--- config.mk ---
export PLATFORM = sky130hd
export DESIGN_NAME = poly_note_player_flat
export DESIGN_NICKNAME = d
export VERILOG_FILES = /design/src/rtl/poly_note_player_if.sv /design/src/rtl/poly_note_player.sv /design/src/flat_wrapper.sv
export SDC_FILE = /design/constraint.sdc
export NUM_CORES = 1
export LEC_CHECK = 0
export BUFFER_PORTS_ARGS = -buffer_cell sky130_fd_sc_hd__buf_2
export CORE_MARGIN = 1.5
export CORE_UTILIZATION = 55
export DETAILED_ROUTE_END_ITERATION = 12
export PLACE_DENSITY = 0.73
export SYNTH_ARGS = -nofsm -noshare
export SYNTH_HDL_FRONTEND = slang
export SYNTH_SLANG_ARGS = --single-unit
--- constraint.sdc ---
create_clock -name clk -period 3.3 [get_ports clk]
set_clock_uncertainty 0.2 [all_clocks]
set_input_delay 0.825 -clock clk [delete_from_list [all_inputs] [get_ports clk]]
set_output_delay 0.825 -clock clk [all_outputs]
set_load 0.005 [all_outputs]
--- src/rtl/poly_note_player_if.sv ---
// Controller/mixer-facing signal bundle for poly_note_player.
// master = song controller + codec side, slave = the note player.
interface poly_note_player_if;
  logic               play_enable;
  logic               activate;
  logic [5:0]         note_to_load;
  logic [5:0]         duration;
  logic               load_new_note;
  logic               beat;
  logic               generate_next_sample;
  logic               note_done1;
  logic               note_done2;
  logic               note_done3;
  logic signed [17:0] sample_out1;
  logic signed [17:0] sample_out2;
  logic signed [17:0] sample_out3;
  logic               sample_ready1;
  logic               sample_ready2;
  logic               sample_ready3;

  modport master (
    output play_enable, activate, note_to_load, duration, load_new_note,
           beat, generate_next_sample,
    input  note_done1, note_done2, note_done3,
           sample_out1, sample_out2, sample_out3,
           sample_ready1, sample_ready2, sample_ready3
  );

  modport slave (
    input  play_enable, activate, note_to_load, duration, load_new_note,
           beat, generate_next_sample,
    output note_done1, note_done2, note_done3,
           sample_out1, sample_out2, sample_out3,
           sample_ready1, sample_ready2, sample_ready3
  );
endinterface

--- src/rtl/poly_note_player.sv ---
// Three-voice triangle-wave note player with per-voice beat-counted durations.
// Optional NOTE_PLAYER_INTERNAL_BEAT_EN replaces the beat port with an internal tick.
module poly_note_player #(
  parameter int NUM_VOICES = 3,
  parameter int PHASE_W    = 20,
  parameter int DATA_W     = 18,
  parameter int BEAT_STOP  = 1000
) (
  input logic               clk,
  input logic               reset,
  poly_note_player_if.slave bus
);

  logic                      busy   [NUM_VOICES];
  logic [5:0]                note   [NUM_VOICES];
  logic [5:0]                cnt    [NUM_VOICES];
  logic [PHASE_W-1:0]        step   [NUM_VOICES];
  logic [PHASE_W-1:0]        phase  [NUM_VOICES];
  logic [PHASE_W-1:0]        phase_nxt [NUM_VOICES];
  logic signed [DATA_W-1:0]  sample_p1 [NUM_VOICES];
  logic                      vld_p1 [NUM_VOICES];
  logic                      done_p1 [NUM_VOICES];

  logic       run;
  logic       beat_tick;
  logic       free_hit;
  logic [1:0] free_idx;
  logic       load_ok;

  function automatic logic [PHASE_W-1:0] step_of(input logic [5:0] n);
    logic [6:0]  s;
    logic [3:0]  idx;
    logic [2:0]  oct;
    logic [14:0] base;
    s   = {1'b0, n} + 7'd8;
    idx = 4'(s % 7'd12);
    oct = 3'(s / 7'd12);
    case (idx)
      4'd0:    base = 15'd11430;
      4'd1:    base = 15'd12110;
      4'd2:    base = 15'd12830;
      4'd3:    base = 15'd13593;
      4'd4:    base = 15'd14401;
      4'd5:    base = 15'd15258;
      4'd6:    base = 15'd16165;
      4'd7:    base = 15'd17126;
      4'd8:    base = 15'd18145;
      4'd9:    base = 15'd19224;
      4'd10:   base = 15'd20367;
      default: base = 15'd21578;
    endcase
    if (n == 6'd0) return '0;
    return PHASE_W'(base >> (3'd5 - oct));
  endfunction

  // Fold the upper half of the phase back down, then centre on zero.
  function automatic logic signed [DATA_W-1:0] wave(input logic [PHASE_W-1:0] p);
    logic [16:0] t;
    t = p[19] ? ~p[18:2] : p[18:2];
    return $signed({1'b0, t}) - 18'sd65536;
  endfunction

`ifdef NOTE_PLAYER_INTERNAL_BEAT_EN
  localparam int BEAT_W = $clog2(BEAT_STOP);
  logic [BEAT_W-1:0] beat_cnt;
  always_ff @(posedge clk or negedge reset) begin
    if (!reset)
      beat_cnt <= '0;
    else if (bus.activate)
      beat_cnt <= (beat_cnt == BEAT_W'(BEAT_STOP - 1)) ? '0 : beat_cnt + 1'b1;
  end
  assign beat_tick = bus.activate && (beat_cnt == BEAT_W'(BEAT_STOP - 1));
`else
  assign beat_tick = bus.beat;
`endif

  assign run = bus.play_enable & bus.activate;

  // Voices freeing on this edge are still busy here, so they are not picked.
  always_comb begin
    free_hit = 1'b0;
    free_idx = 2'd0;
    for (int v = NUM_VOICES - 1; v >= 0; v--) begin
      if (!busy[v]) begin
        free_hit = 1'b1;
        free_idx = v[1:0];
      end
    end
    for (int v = 0; v < NUM_VOICES; v++) phase_nxt[v] = phase[v] + step[v];
  end

  assign load_ok = bus.load_new_note & bus.activate & (bus.duration != 6'd0) & free_hit;

  // Stage p0 -> p1: voice state update and registered sample/ready/done outputs.
  always_ff @(posedge clk or negedge reset) begin
    if (!reset) begin
      for (int v = 0; v < NUM_VOICES; v++) begin
        busy[v]      <= 1'b0;
        note[v]      <= '0;
        cnt[v]       <= '0;
        step[v]      <= '0;
        phase[v]     <= '0;
        sample_p1[v] <= '0;
        vld_p1[v]    <= 1'b0;
        done_p1[v]   <= 1'b0;
      end
    end else begin
      for (int v = 0; v < NUM_VOICES; v++) begin
        vld_p1[v]  <= 1'b0;
        done_p1[v] <= 1'b0;
        if (busy[v] && beat_tick && run) begin
          cnt[v] <= cnt[v] - 6'd1;
          if (cnt[v] == 6'd1) begin
            busy[v]    <= 1'b0;
            done_p1[v] <= 1'b1;
          end
        end
        if (bus.generate_next_sample && run) begin
          vld_p1[v] <= 1'b1;
          if (busy[v] && note[v] != 6'd0) begin
            phase[v]     <= phase_nxt[v];
            sample_p1[v] <= wave(phase_nxt[v]);
          end else begin
            sample_p1[v] <= '0;
          end
        end
        if (load_ok && free_idx == v[1:0]) begin
          busy[v]  <= 1'b1;
          note[v]  <= bus.note_to_load;
          cnt[v]   <= bus.duration;
          step[v]  <= step_of(bus.note_to_load);
          phase[v] <= '0;
        end
      end
    end
  end

  assign bus.note_done1    = done_p1[0];
  assign bus.note_done2    = done_p1[1];
  assign bus.note_done3    = done_p1[2];
  assign bus.sample_out1   = sample_p1[0];
  assign bus.sample_out2   = sample_p1[1];
  assign bus.sample_out3   = sample_p1[2];
  assign bus.sample_ready1 = vld_p1[0];
  assign bus.sample_ready2 = vld_p1[1];
  assign bus.sample_ready3 = vld_p1[2];

endmodule

--- src/flat_wrapper.sv ---
// flat-port wrapper written by rule: the top's interface ports become plain ports
module poly_note_player_flat 
#(
  parameter int NUM_VOICES = 3,
  parameter int PHASE_W    = 20,
  parameter int DATA_W     = 18,
  parameter int BEAT_STOP  = 1000
)
  (clk, reset, bus_play_enable, bus_activate, bus_note_to_load, bus_duration, bus_load_new_note, bus_beat, bus_generate_next_sample, bus_note_done1, bus_note_done2, bus_note_done3, bus_sample_out1, bus_sample_out2, bus_sample_out3, bus_sample_ready1, bus_sample_ready2, bus_sample_ready3);
  poly_note_player_if bus_i ();
  input logic clk;
  input logic reset;
  input wire logic [$bits(bus_i.play_enable)-1:0] bus_play_enable;
  input wire logic [$bits(bus_i.activate)-1:0] bus_activate;
  input wire logic [$bits(bus_i.note_to_load)-1:0] bus_note_to_load;
  input wire logic [$bits(bus_i.duration)-1:0] bus_duration;
  input wire logic [$bits(bus_i.load_new_note)-1:0] bus_load_new_note;
  input wire logic [$bits(bus_i.beat)-1:0] bus_beat;
  input wire logic [$bits(bus_i.generate_next_sample)-1:0] bus_generate_next_sample;
  output wire logic [$bits(bus_i.note_done1)-1:0] bus_note_done1;
  output wire logic [$bits(bus_i.note_done2)-1:0] bus_note_done2;
  output wire logic [$bits(bus_i.note_done3)-1:0] bus_note_done3;
  output wire logic [$bits(bus_i.sample_out1)-1:0] bus_sample_out1;
  output wire logic [$bits(bus_i.sample_out2)-1:0] bus_sample_out2;
  output wire logic [$bits(bus_i.sample_out3)-1:0] bus_sample_out3;
  output wire logic [$bits(bus_i.sample_ready1)-1:0] bus_sample_ready1;
  output wire logic [$bits(bus_i.sample_ready2)-1:0] bus_sample_ready2;
  output wire logic [$bits(bus_i.sample_ready3)-1:0] bus_sample_ready3;
  assign bus_i.play_enable = bus_play_enable;
  assign bus_i.activate = bus_activate;
  assign bus_i.note_to_load = bus_note_to_load;
  assign bus_i.duration = bus_duration;
  assign bus_i.load_new_note = bus_load_new_note;
  assign bus_i.beat = bus_beat;
  assign bus_i.generate_next_sample = bus_generate_next_sample;
  assign bus_note_done1 = bus_i.note_done1;
  assign bus_note_done2 = bus_i.note_done2;
  assign bus_note_done3 = bus_i.note_done3;
  assign bus_sample_out1 = bus_i.sample_out1;
  assign bus_sample_out2 = bus_i.sample_out2;
  assign bus_sample_out3 = bus_i.sample_out3;
  assign bus_sample_ready1 = bus_i.sample_ready1;
  assign bus_sample_ready2 = bus_i.sample_ready2;
  assign bus_sample_ready3 = bus_i.sample_ready3;
  poly_note_player #(.NUM_VOICES(NUM_VOICES), .PHASE_W(PHASE_W), .DATA_W(DATA_W), .BEAT_STOP(BEAT_STOP)) u_core (.clk(clk), .reset(reset), .bus(bus_i));
endmodule
==> results.ini <==
[floorplanning]
core_area_um2=21200
die_y_um=150
rows=53
die_x_um=150
start_util=0.565
fp.dieArea_um2=22600
ios=79

[timing]
maxSlewHeadroom=0.472
setup_viol=21
setup_tns_ps=-1350
final_max_slew_viol_count=0
fin_ws_ps=-114
fmax_mhz=293
hold_viol=0
period_share=1.03
rsz0062_at_grt=true
layout_min_cycle_time_ps=3410
tightestPinTransition_ps=786

[critical_path]
reg2reg_depth=11
cp_data_arrival_time_ps=3530
critPathMaxFanout=5
r2r_slack_ps=150
rr_startpoint=u_core.step[41]$_DFFE_PN0P_
reg2reg_to=u_core.bus.sample_out1[11]$_DFFE_PN0P_
crit_type=input port to register
startpoint_type=input port
endpoint_kind=register
required_ps=3420

[synth]
syn_inst=1318
yosysUniqueCellTypes=87
netlist_area_um2=12000
synth.avg_cell_area_um2=9.07
ys_async_sr_fraction=1.00
ys_warn_count=0
synth_edf_count=0
synth-seq-cells=199
syn-num-nets=1399
ys.flop_type=dfrtp_1
seq_area_frac_synth=0.416

[pwr]
ir_worst_vdd_uv=459
netSwitchingPower_mw=4.70
intPower_mw=7.03
p_leak_nw=6.76
powerDensity_nw_per_um2=821
seqPwrFrac=0.351
comb_power_share=0.467
swShare=0.400
power_frac_clock=0.182

[routing]
routed_wl_um=30200
first_pass_iters=6
drtIter0Drc=649
vias=10110
drc=0
avgViaCountPerCell=5.79
ant_nets=0
wl_per_cell_um=17.3

[clock_network]
cts.reportedPaths.clkPinSlew_ps=80
cts_tree=built
cts_made_buffers=17
cts_sinks=199
cts_root_buf=clkbuf_16
clk_latency_ps=440
cts_max_path_buffers=2
cts_hold_buf=0
ctsHtreeMaxLevel=4

[finish]
fillCellCount=1696
multi_input_area_um2=6770
finish.instance_area_um2=14300
antenna_cells=0
seqCellArea_um2=4980
area_growth_pct=19.4
drive_above_1_share=0.208
fin_nets=1538

[place]
dp_hpwl_um=22200
gp_congestion=0.945
post_dp_cell_area_um2=13400
io_buffer_count=78

[flow_run]
drv_cap=0

[worst_hold_path]
hold_path_class=input port to asynchronous set/reset pin

[grt]
grt_max_degree=64
grt_pass1_vias=9726
grt_pass1_wl_um=49800
antenna_found_initial=0
grt.total_usage=0.279
grt_overflow_total=0

[outcome]
outcome=finished with violations
violations=negative setup slack

==> sequential cells by signal, summed over array words and instances (netlist names), 3 cells and up <==
register and cells:
u_core.phase 60, u_core.bus.sample_out1 17, u_core.note 18, u_core.cnt 18
u_core.busy 3, u_core.bus.sample_out2 17, u_core.step 45, u_core.bus.sample_out3 17
==> timing repair <==
action	CTS	global route
endpoints found under the setup margin	36	55
gates resized for setup	20	24
pin swaps	2	15
setup buffers	8	6
==> per-stage QoR <==
stage | worst slack, ps | util | cells | hold slack, ps | total power [mW]
floorplan | -170 | - | 1318 | 237 | 7.86
global placement | -548 | 0.631 | 1700 | 256 | 9.28
detailed placement | -614 | 0.631 | 1700 | 265 | 9.45
CTS | -53.8 | 0.667 | 1740 | 177 | 11.7
global route | -196 | 0.675 | 1745 | 187 | 12.7
finish | -114 | 0.675 | 1745 | 163 | 11.7
==> worst max-delay path: stages <==
cell      delay, ps
buf_8           110
ha_4            240
buf_6           130
or3_1           320
a211oi_2        280
o31ai_4         110
buf_4           170
nand4_4         130
mux2_4          320
mux2_4          290
a32oi_2         170
o221ai_2        150
mux2_4          280
==> placed cells by master, fill, tap and decap left out, types with 15 or more instances in the layout <==
master     count
buf_4         97
xnor2_1       69
nand2_1      198
o21ai_0      150
clkbuf_16     17
nand3_1       69
buf_2         75
o21a_1        15
nor3_1        22
o21ai_1       25
nor2_1        60
dfrtp_1      199
inv_1         41
ha_1          57
a21oi_1       46
xor2_1        27
==> worst max-delay path by stage <==
stage	from	end	slack, ps
floorplan	bus_note_to_load[4]	u_core.step[26]$_DFFE_PN0P_	-170
global placement	bus_note_to_load[3]	u_core.step[6]$_DFFE_PN0P_	-550
detailed placement	bus_note_to_load[3]	u_core.step[26]$_DFFE_PN0P_	-610
CTS	bus_note_to_load[4]	u_core.step[26]$_DFFE_PN0P_	-50
global route	bus_note_to_load[3]	u_core.step[26]$_DFFE_PN0P_	-200
finish	bus_note_to_load[3]	u_core.step[26]$_DFFE_PN0P_	-110
==> cell usage after synthesis, drive strengths merged, types with 19 or more instances <==
cell type	count	area share
dfrtp	199	0.42
nand2	199	0.062
o21ai	177	0.074
nand3	72	0.030
xnor2	71	0.053
nor2	61	0.019
ha	59	0.062
clkbuf	52	0.016
a21oi	48	0.020
inv	41	0.013
xor2	29	0.023
nor3	23	0.0096
buf	20	0.012
mux2	19	0.019
==> kinds of logic after synthesis <==
group	Yosys count	synth area share
AO/OA/AOI/OAI	373	0.201
buffers and inverters	114	0.0416
AND/OR/NAND/NOR	440	0.171
adder cells (fa/ha/maj)	63	0.0676
XOR/XNOR	100	0.0761
multiplexers	29	0.0269
flip-flops	199	0.416
==> routing by layer <==
metal  global-route usage  vias to the layer above  wire length, um
met5                    0                        -                0
li1                     -                     4963                -
met2                0.454                      208            14200
met4               0.0922                        0              708
met3               0.0333                       40             1020
met1                0.387                     4899            14200
==> power by group through the flow <==
stage	Clock (mW)	Combinational (mW)	Sequential (mW)
3_5_place_dp	0	5.31	4.15
6_report	2.13	5.48	4.12
2_1_floorplan	0	3.95	3.91
5_1_grt	2.26	6.18	4.22
4_1_cts	2.16	5.38	4.11
3_3_place_gp	0	5.15	4.13
==> layout make-up <==
cell class | count | area share
clock buffers | 17 | 0.0298
clock inverters | 15 | 0.0122
inverters | 42 | 0.0110
multi-input cells | 1005 | 0.474
flip-flops and latches | 199 | 0.349
well taps | 275 | 0.0241
repair buffers | 192 | 0.100
(Power assumes the default switching activity.)
